`src/rtl/spi_flash_read_sched_if.sv`:
```
// Command bus between the flash read scheduler and the QSPI read engine.
// master: scheduler side (drives commands); slave: engine side.
interface spi_flash_read_sched_if #(
  parameter int unsigned ADDR_W = 32
);
  logic              eng_cmd_valid;
  logic              eng_cmd_ready;
  logic              eng_cmd_type;
  logic [ADDR_W-1:0] eng_addr;
  logic [4:0]        eng_len;
  logic [1:0]        eng_mode;
  logic [7:0]        eng_die_id;
  logic              eng_done;
  logic              fifo_full;

  modport master (
    output eng_cmd_valid, eng_cmd_type, eng_addr, eng_len, eng_mode, eng_die_id,
    input  eng_cmd_ready, eng_done, fifo_full
  );

  modport slave (
    input  eng_cmd_valid, eng_cmd_type, eng_addr, eng_len, eng_mode, eng_die_id,
    output eng_cmd_ready, eng_done, fifo_full
  );
endinterface

```
`src/rtl/spi_flash_read_sched.sv`:
```
// QSPI flash read command sequencer: splits one inclusive address-range job
// into bursts of at most MAX_BURST bytes that never cross a die boundary,
// inserting die-select commands when requested and throttling on FIFO full.
// Optional watchdog on engine completion: define SFR_SCHED_TIMEOUT_EN.
module spi_flash_read_sched #(
  parameter int unsigned ADDR_W        = 32,
  parameter int unsigned DIE_SIZE_LOG2 = 25,
  parameter int unsigned MAX_BURST     = 16,
  parameter int unsigned TIMEOUT_CYC   = 4096
) (
  input  logic                  system_clk,
  input  logic                  system_reset_n,
  input  logic                  read_req,
  input  logic [ADDR_W-1:0]     start_addr,
  input  logic [ADDR_W-1:0]     end_addr,
  input  logic [1:0]            mode,
  input  logic                  switch_die_need,
  output logic                  busy,
  output logic                  completed,
  output logic                  error,
  spi_flash_read_sched_if.master eng_if
);

  typedef enum logic [2:0] {
    IDLE, CHECK, DIE_SEL, WAIT_DIE, ISSUE, WAIT_RD, NEXT, DONE
  } state_t;

  state_t              st, st_nxt;
  logic [ADDR_W-1:0]   cur_addr;
  logic [ADDR_W-1:0]   end_q;
  logic [1:0]          mode_q;
  logic                sw_q;
  logic [ADDR_W:0]     remaining;
  logic [ADDR_W:0]     die_room;
  logic [ADDR_W:0]     len_w;
  logic [4:0]          len_c;
  logic [4:0]          len_q;
  logic [ADDR_W+7:0]   addr_ext;
  logic                job_ok_in;
  logic                job_ok_q;
  logic                hs;
  logic                tmo;

  assign job_ok_in = (end_addr >= start_addr) && (mode != 2'b11);
  assign job_ok_q  = (end_q >= cur_addr) && (mode_q != 2'b11);

  assign eng_if.eng_cmd_valid = (st == DIE_SEL) || ((st == ISSUE) && !eng_if.fifo_full);
  assign eng_if.eng_cmd_type  = (st == DIE_SEL);
  assign eng_if.eng_addr      = cur_addr;
  assign eng_if.eng_len       = (st == ISSUE) ? len_c : '0;
  assign eng_if.eng_mode      = mode_q;
  // Die id may extend past the top address bit; zero-extend before slicing.
  assign addr_ext             = {8'h00, cur_addr};
  assign eng_if.eng_die_id    = addr_ext[DIE_SIZE_LOG2+7 -: 8];
  assign hs                   = eng_if.eng_cmd_valid && eng_if.eng_cmd_ready;

  // Burst length: smallest of MAX_BURST, bytes left, bytes left in this die.
  always_comb begin
    die_room = '0;
    die_room[DIE_SIZE_LOG2] = 1'b1;
    die_room = die_room - (ADDR_W+1)'(cur_addr[DIE_SIZE_LOG2-1:0]);
    len_w = (ADDR_W+1)'(MAX_BURST);
    if (remaining < len_w) len_w = remaining;
    if (die_room < len_w) len_w = die_room;
    len_c = len_w[4:0];
  end

`ifdef SFR_SCHED_TIMEOUT_EN
  localparam int unsigned TW = $clog2(TIMEOUT_CYC + 1);
  logic [TW-1:0] tcnt;
  logic          waiting;

  assign waiting = (st == WAIT_DIE) || (st == WAIT_RD);
  assign tmo     = waiting && !eng_if.eng_done && (tcnt == TW'(TIMEOUT_CYC - 1));

  // Watchdog counter: restarts on every state change, counts while waiting on the engine.
  always_ff @(posedge system_clk or negedge system_reset_n) begin
    if (!system_reset_n)   tcnt <= '0;
    else if (st_nxt != st) tcnt <= '0;
    else if (waiting)      tcnt <= tcnt + 1'b1;
  end
`else
  assign tmo = 1'b0;
`endif

  // State register.
  always_ff @(posedge system_clk or negedge system_reset_n) begin
    if (!system_reset_n) st <= IDLE;
    else                 st <= st_nxt;
  end

  // Next-state logic.
  always_comb begin
    st_nxt = st;
    unique case (st)
      IDLE:     if (read_req) st_nxt = CHECK;
      CHECK:    if (!job_ok_q) st_nxt = IDLE;
                else if (sw_q) st_nxt = DIE_SEL;
                else           st_nxt = ISSUE;
      DIE_SEL:  if (eng_if.eng_cmd_ready) st_nxt = WAIT_DIE;
      WAIT_DIE: if (eng_if.eng_done) st_nxt = ISSUE;
      ISSUE:    if (hs) st_nxt = WAIT_RD;
      WAIT_RD:  if (eng_if.eng_done) st_nxt = NEXT;
      NEXT:     if (remaining == '0) st_nxt = DONE;
                else if (sw_q && (cur_addr[DIE_SIZE_LOG2-1:0] == '0)) st_nxt = DIE_SEL;
                else st_nxt = ISSUE;
      DONE:     st_nxt = IDLE;
      default:  st_nxt = IDLE;
    endcase
    if (tmo) st_nxt = IDLE;
  end

  // Job registers and status flags.
  // busy is only raised for jobs that will pass the CHECK stage, so a
  // rejected job reports error without ever showing busy.
  always_ff @(posedge system_clk or negedge system_reset_n) begin
    if (!system_reset_n) begin
      cur_addr  <= '0;
      end_q     <= '0;
      mode_q    <= '0;
      sw_q      <= 1'b0;
      remaining <= '0;
      len_q     <= '0;
      busy      <= 1'b0;
      completed <= 1'b0;
      error     <= 1'b0;
    end else begin
      error <= 1'b0;
      unique case (st)
        IDLE: if (read_req) begin
          cur_addr  <= start_addr;
          end_q     <= end_addr;
          mode_q    <= mode;
          sw_q      <= switch_die_need;
          completed <= 1'b0;
          busy      <= job_ok_in;
        end
        CHECK: begin
          if (!job_ok_q) begin
            error <= 1'b1;
            busy  <= 1'b0;
          end else begin
            remaining <= {1'b0, end_q} - {1'b0, cur_addr} + (ADDR_W+1)'(1);
          end
        end
        ISSUE: if (hs) len_q <= len_c;
        WAIT_RD: if (eng_if.eng_done) begin
          cur_addr  <= cur_addr + ADDR_W'(len_q);
          remaining <= remaining - (ADDR_W+1)'(len_q);
        end
        NEXT: if (remaining == '0) begin
          busy      <= 1'b0;
          completed <= 1'b1;
        end
        default: ;
      endcase
      if (tmo) begin
        error     <= 1'b1;
        busy      <= 1'b0;
        completed <= 1'b0;
      end
    end
  end

endmodule

```
`src/flat_wrapper.sv`:
```
// flat-port wrapper written by rule: the top's interface ports become plain ports
module spi_flash_read_sched_flat 
#(
  parameter int unsigned ADDR_W        = 32,
  parameter int unsigned DIE_SIZE_LOG2 = 25,
  parameter int unsigned MAX_BURST     = 16,
  parameter int unsigned TIMEOUT_CYC   = 4096
)
  (system_clk, system_reset_n, read_req, start_addr, end_addr, mode, switch_die_need, busy, completed, error, eng_if_eng_cmd_valid, eng_if_eng_cmd_type, eng_if_eng_addr, eng_if_eng_len, eng_if_eng_mode, eng_if_eng_die_id, eng_if_eng_cmd_ready, eng_if_eng_done, eng_if_fifo_full);
  spi_flash_read_sched_if #(.ADDR_W(ADDR_W)) eng_if_i ();
  input  logic system_clk;
  input  logic system_reset_n;
  input  logic read_req;
  input  logic [ADDR_W-1:0] start_addr;
  input  logic [ADDR_W-1:0] end_addr;
  input  logic [1:0] mode;
  input  logic switch_die_need;
  output logic busy;
  output logic completed;
  output logic error;
  output wire logic [$bits(eng_if_i.eng_cmd_valid)-1:0] eng_if_eng_cmd_valid;
  output wire logic [$bits(eng_if_i.eng_cmd_type)-1:0] eng_if_eng_cmd_type;
  output wire logic [$bits(eng_if_i.eng_addr)-1:0] eng_if_eng_addr;
  output wire logic [$bits(eng_if_i.eng_len)-1:0] eng_if_eng_len;
  output wire logic [$bits(eng_if_i.eng_mode)-1:0] eng_if_eng_mode;
  output wire logic [$bits(eng_if_i.eng_die_id)-1:0] eng_if_eng_die_id;
  input wire logic [$bits(eng_if_i.eng_cmd_ready)-1:0] eng_if_eng_cmd_ready;
  input wire logic [$bits(eng_if_i.eng_done)-1:0] eng_if_eng_done;
  input wire logic [$bits(eng_if_i.fifo_full)-1:0] eng_if_fifo_full;
  assign eng_if_eng_cmd_valid = eng_if_i.eng_cmd_valid;
  assign eng_if_eng_cmd_type = eng_if_i.eng_cmd_type;
  assign eng_if_eng_addr = eng_if_i.eng_addr;
  assign eng_if_eng_len = eng_if_i.eng_len;
  assign eng_if_eng_mode = eng_if_i.eng_mode;
  assign eng_if_eng_die_id = eng_if_i.eng_die_id;
  assign eng_if_i.eng_cmd_ready = eng_if_eng_cmd_ready;
  assign eng_if_i.eng_done = eng_if_eng_done;
  assign eng_if_i.fifo_full = eng_if_fifo_full;
  spi_flash_read_sched #(.ADDR_W(ADDR_W), .DIE_SIZE_LOG2(DIE_SIZE_LOG2), .MAX_BURST(MAX_BURST), .TIMEOUT_CYC(TIMEOUT_CYC)) u_core (.system_clk(system_clk), .system_reset_n(system_reset_n), .read_req(read_req), .start_addr(start_addr), .end_addr(end_addr), .mode(mode), .switch_die_need(switch_die_need), .busy(busy), .completed(completed), .error(error), .eng_if(eng_if_i));
endmodule
```
`config.mk`:
```
export PLATFORM = sky130hd
export DESIGN_NAME = spi_flash_read_sched_flat
export DESIGN_NICKNAME = d
export VERILOG_FILES = /design/src/rtl/spi_flash_read_sched_if.sv /design/src/rtl/spi_flash_read_sched.sv /design/src/flat_wrapper.sv
export SDC_FILE = /design/constraint.sdc
export NUM_CORES = 1
export LEC_CHECK = 0
export BUFFER_PORTS_ARGS = -buffer_cell sky130_fd_sc_hd__buf_2
export CORE_AREA = 8 8 146 148
export CTS_CLUSTER_DIAMETER = 100
export CTS_CLUSTER_SIZE = 40
export DETAILED_ROUTE_END_ITERATION = 10
export DIE_AREA = 0 0 154 156
export PLACE_DENSITY = 0.81
export SYNTH_ARGS = -nofsm -noshare
export SYNTH_HDL_FRONTEND = slang
export SYNTH_SLANG_ARGS = --single-unit
```
`constraint.sdc`:
```
create_clock -name system_clk -period 4.55 [get_ports system_clk]
set_clock_uncertainty 0.15 [all_clocks]
set_input_delay 0.455 -clock system_clk [delete_from_list [all_inputs] [get_ports system_clk]]
set_output_delay 0.455 -clock system_clk [all_outputs]
set_load 0.01 [all_outputs]
```
* Word-level counts from Yosys, hierarchy flattened
Cells that the tools add are included.
** Storage, ports and cells
- Bits in registers :: 111
- Bits in latches :: 0
- Memory bits (writable) :: 0
- Bits in read-only memories :: 0
- Input port bits :: 73
- Output and inout port bits :: 52
- Word-level logic and storage cells :: 85
- Memories :: 0
** Operators by class
- $add $sub $neg :: 5
- Multipliers :: 0
- Divide/modulo/power cells :: 0
- Order comparisons :: 4
- Equality and inequality tests :: 17
- Shift operators :: 0
- Muxes and demuxes :: 28
- Bitwise gates (word level) :: 0
- Reductions and logical operators :: 21
** Operators with widths (number)
- $mux 33 :: 3
- $pmux 33 s2 :: 1
- $ge 32x32->1 :: 2
- $mux 32 :: 2
- $pmux 32 s2 :: 1
- $add 33x1->33 const B :: 1
- $logic_not 33->1 :: 1
- $lt 33x33->1 :: 1
- $lt 33x5->1 const B :: 1
- $sub 32x32->33 :: 1
- $sub 33x5->33 :: 1
- $add 32x5->32 :: 1
- $mux 3 :: 9
- $sub 26x25->27 const A :: 1
- $logic_not 25->1 :: 1
- $pmux 3 s8 :: 1
- $eq 3x3->1 const B :: 4
- $ne 2x2->1 const B :: 6
- $mux 5 :: 2
- $reduce_and 3->1 :: 3
- $ne 2x1->1 const B :: 4
- $mux 1 :: 7
- $eq 3x2->1 const B :: 2
- $reduce_bool 2->1 :: 3
- 11 further kinds :: 16

* Logic depth before layout (Yosys ltp)
- Depth in word-level cells :: 6
- Gate-level depth with buffers :: 18
- Gate-level depth less buffers :: 17

* Worst setup path after synthesis
No wires, ideal clock.
- Kind :: flip-flop to output port
- Start point :: register u_core.cur_addr[5], in the netlist u_core.eng_if.eng_addr[5]
- End point :: output port eng_if_eng_len[0]
- Arrival time :: 3591 ps
- Data required time :: 3945 ps
- Setup slack :: 354 ps
- Stages on the path, launching flop included :: 17
- Buffers on the path :: 1
- Cells stage by stage :: dfrtp_1 > clkbuf_1 > inv_1 > nand4_1 > nor3_1 > nand2_1 > nor3_1 > xnor2_1 > ha_1 > nand4_1 > nor4_1 > nand3_1 > a311oi_4 > nor2_4 > o21ai_4 > mux2i_1 > nor2b_1
** Between the ends
- Longest elaborated chain between the ends :: 4
** Ends and longest elaborated chain
- start, declared :: line spi_flash_read_sched.sv:29 : logic [ADDR_W-1:0] cur_addr;
- start signal, assigned :: line spi_flash_read_sched.sv:131 : cur_addr <= start_addr;
- start signal, assigned :: line spi_flash_read_sched.sv:148 : cur_addr <= cur_addr + ADDR_W'(len_q);
- $sub 26x25->27 :: line spi_flash_read_sched.sv:61 : die_room = die_room - (ADDR_W+1)'(cur_addr[DIE_SIZE_LOG2-1:0]);
- $lt 33x33->1 :: line spi_flash_read_sched.sv:64 : if (die_room < len_w) len_w = die_room;
- $mux 5 :: line spi_flash_read_sched.sv:64
- $mux 5 :: line spi_flash_read_sched.sv:50 : assign eng_if.eng_len = (st == ISSUE) ? len_c : '0;
- end, declared :: line flat_wrapper.sv:24 : output wire logic [$bits(eng_if_i.eng_len)-1:0] eng_if_eng_len;
No other way between the ends.

* Worst setup path in the final report
Ends and elaborated chain as after synthesis.

==> results_dict.tcl <==
set metrics [dict create \
    grt_antenna_before_repair 0 \
    place.gp.congestion 1.00 \
    failed_checks "negative setup slack" \
    die_y_um 156 \
    powerDensity_nw_per_um2 836 \
    initial_core_util 0.590 \
    cts_sinks 111 \
    design_area_sq_um 13000 \
    crit_buf_inv 4 \
    setup_ws_ps -39.9 \
    io_pins 125 \
    syn-cell-area_sq_um 11300 \
    drcViolationCount 0 \
    diodes 0 \
    worst_pin_slew_ps 980 \
    period_share 1.01 \
    slew_headroom 0.340 \
    finalHoldViolCount 0 \
    mostFrequentLayoutCell "nand2_1" \
    die_w_um 154 \
    grt_setup_unrepaired "true" \
    setup_tns_ps -39.9 \
    ant_nets 0 \
    overflow 0 \
    setup.worst_path.start_class "flip-flop" \
    drt_iter0_drc 960 \
    ff2ff_path_depth 12 \
    core_sq_um 19100 \
    critPathKind "reg -> out" \
    drive_gt1_frac 0.157 \
    design.die.area_sq_um 24000 \
    cp_max_fo 5 \
    synth.avg_cell_area_sq_um 7.83 \
    h-tree-depth 3 \
    cts_tree "yes" \
    cp.required_ps 3940 \
    numPortBuffers 123 \
    grt_pass1_vias 11500 \
    layout_common_cells "201 x nand2_1, 132 x inv_1, 132 x ha_1" \
    synth_cell_types 79 \
    wl_per_cell_um 20.0 \
    outcome "finished, violations left" \
    fmax_ghz 0.218 \
    cap_violations 0 \
    yosys.area.top_type_share 0.247 \
    path_clk_slew_ps 80 \
    synth_warnings 0 \
    final-setup-viol-count 1 \
    setup.worst_path.end_class "output pin" \
    synth_top_area_cell "dfrtp_1" \
    drt_wl_total_um 36600 \
    fin_crit_ps 4590 \
    track_usage 0.301 \
    layoutNonFillerInstCount 1832 \
    clockBufferDepth 2 \
    nets 1813 \
    synth-seq-cells 111 \
    firstDrtPassIters 6 \
    numCtsBuffers 9 \
    grt_max_degree 63 \
    clk_latency_ps 370 \
    p_leak_nw 6.22 \
    grt_pass1_wl_um 58500 \
    cp_top_family "simple AND/OR/NAND/NOR gates" \
    dp_hpwl_um 27600 \
    ir_drop_uv 501 \
    cts_root_buf "clkbuf_16" \
    dp_cells 1797 \
    fillCellCount 1563 \
    crit_arrival_ps 3980 \
    critPathSlowestCell "dfrtp_1" \
    hold_path.class "in -> async" \
    vias 11500 \
    slowest_delay_ps 400 \
    async_flop_share 1.00 \
    path_depth 18 \
    finalHoldWorstSlack_ps 24.1 \
    area_growth_pct 15.2 \
    row_count 51 \
    viasPerCell 6.30 \
    ys_seq_area_frac 0.247 \
    synth_cells 1438 \
    ctsHoldBuffers 0 \
    synth-edff-count 0 \
    final_max_slew_viol_count 0 \
    p_total_mw 10.8 \
    path_cells "inv_2 > nand4_1 > nor2_4 > buf_6 > nand2_4 > nor4_4 > xnor2_1 > ha_1 > nand4_1 > nor4_4 > buf_4 > nand3_2 > o211ai_1 > nor2_4 > o21ai_4 > mux2i_1 > nor2b_1 > buf_2" \
    ys_top_cells_by_area "dfrtp_1 25%, ha_1 15%, nand2_1 6.8%, o21ai_0 4.9%, inv_1 4.6%" \
    ys.flop_type "dfrtp_1" \
    place_area_sq_um 12300 \
]
[registers in the layout, summed over array words and instances, names as in the netlist]
| register | flops |
|---|---|
| u_core.remaining | 33 |
| u_core.end_q | 32 |
| u_core.eng_if.eng_addr | 32 |
| u_core.len_q | 5 |
| u_core.st | 3 |
| u_core.eng_if.eng_mode | 2 |
| u_core.busy | 1 |
| u_core.completed | 1 |
| u_core.error | 1 |
| u_core.sw_q | 1 |
[cell families after synthesis]
family	synth area share
buf+inv	0.0705
other cells	0.000667
mux	0.0207
simple gates	0.223
fa+ha+maj	0.180
compound gates	0.222
xor+xnor	0.0366
flops	0.247
[Yosys cell counts (27+ instances only)]
| library cell | number |
|---|---|
| nand2_1 | 204 |
| inv_1 | 137 |
| ha_1 | 133 |
| dfrtp_1 | 111 |
| o21ai_0 | 111 |
| a21oi_1 | 95 |
| nor2_1 | 94 |
| clkbuf_1 | 53 |
| xnor2_1 | 44 |
| nor3_1 | 35 |
| a21o_1 | 34 |
| nand4_1 | 30 |
| nand3_1 | 27 |
[power by group]
group,internal [mW],switching (mW),total [mW]
logic,3.15,4.60,7.75
registers,1.46,0.654,2.12
clock network,0.549,0.429,0.978
total,5.16,5.68,10.8
[area by class of cell]
class | instances | area (sq um) | area share
Multi-Input combinational cell | 1144 | 7920 | 0.611
Timing Repair Buffer | 186 | 1100 | 0.0850
Sequential cell | 111 | 2780 | 0.214
Inverter | 137 | 514 | 0.0397
Tap cell | 238 | 298 | 0.0230
Clock buffer | 9 | 225 | 0.0174
Clock inverter | 7 | 128 | 0.00984
[per-layer routing]
metal  vias to the layer above  share of wire  GRT usage
li1                       5391              -          -
met1                      5450           0.39      0.353
met2                       571           0.47      0.504
met3                       136          0.088     0.0748
met4                         0          0.053      0.154
met5                         -              0          0
[timing repair]
| action | in CTS | in global routing |
|---|---|---|
| pin swaps | 6 | 17 |
| gates resized for setup | 13 | 23 |
| cloned | 0 | 0 |
| buffers inserted | 5 | 14 |
| endpoints found under the setup margin | 5 | 5 |
[path summary, 6_finish.rpt]
check / slack [ps] / to / startpoint
setup / recovery: -40 / eng_if_eng_len[0] / u_core.eng_if.eng_addr[5]
hold / removal: 20 / u_core.remaining[6] / system_reset_n
setup reg to reg: 430 / u_core.remaining[25] / u_core.eng_if.eng_addr[8]
hold reg to reg: 340 / u_core.end_q[30] / u_core.end_q[30]
max in group asynchronous: 3290 / u_core.end_q[15] / system_reset_n
min in group system_clk: 120 / u_core.sw_q / switch_die_need
[metrics by stage]
stage,setup slack [ps],util
2_1_floorplan,354,-
3_3_place_gp,229,0.645
3_5_place_dp,65.7,0.645
4_1_cts,13.2,0.669
5_1_grt,-245,0.680
6_report,-39.9,0.680
Note: power is estimated with default switching activity, not from simulation.
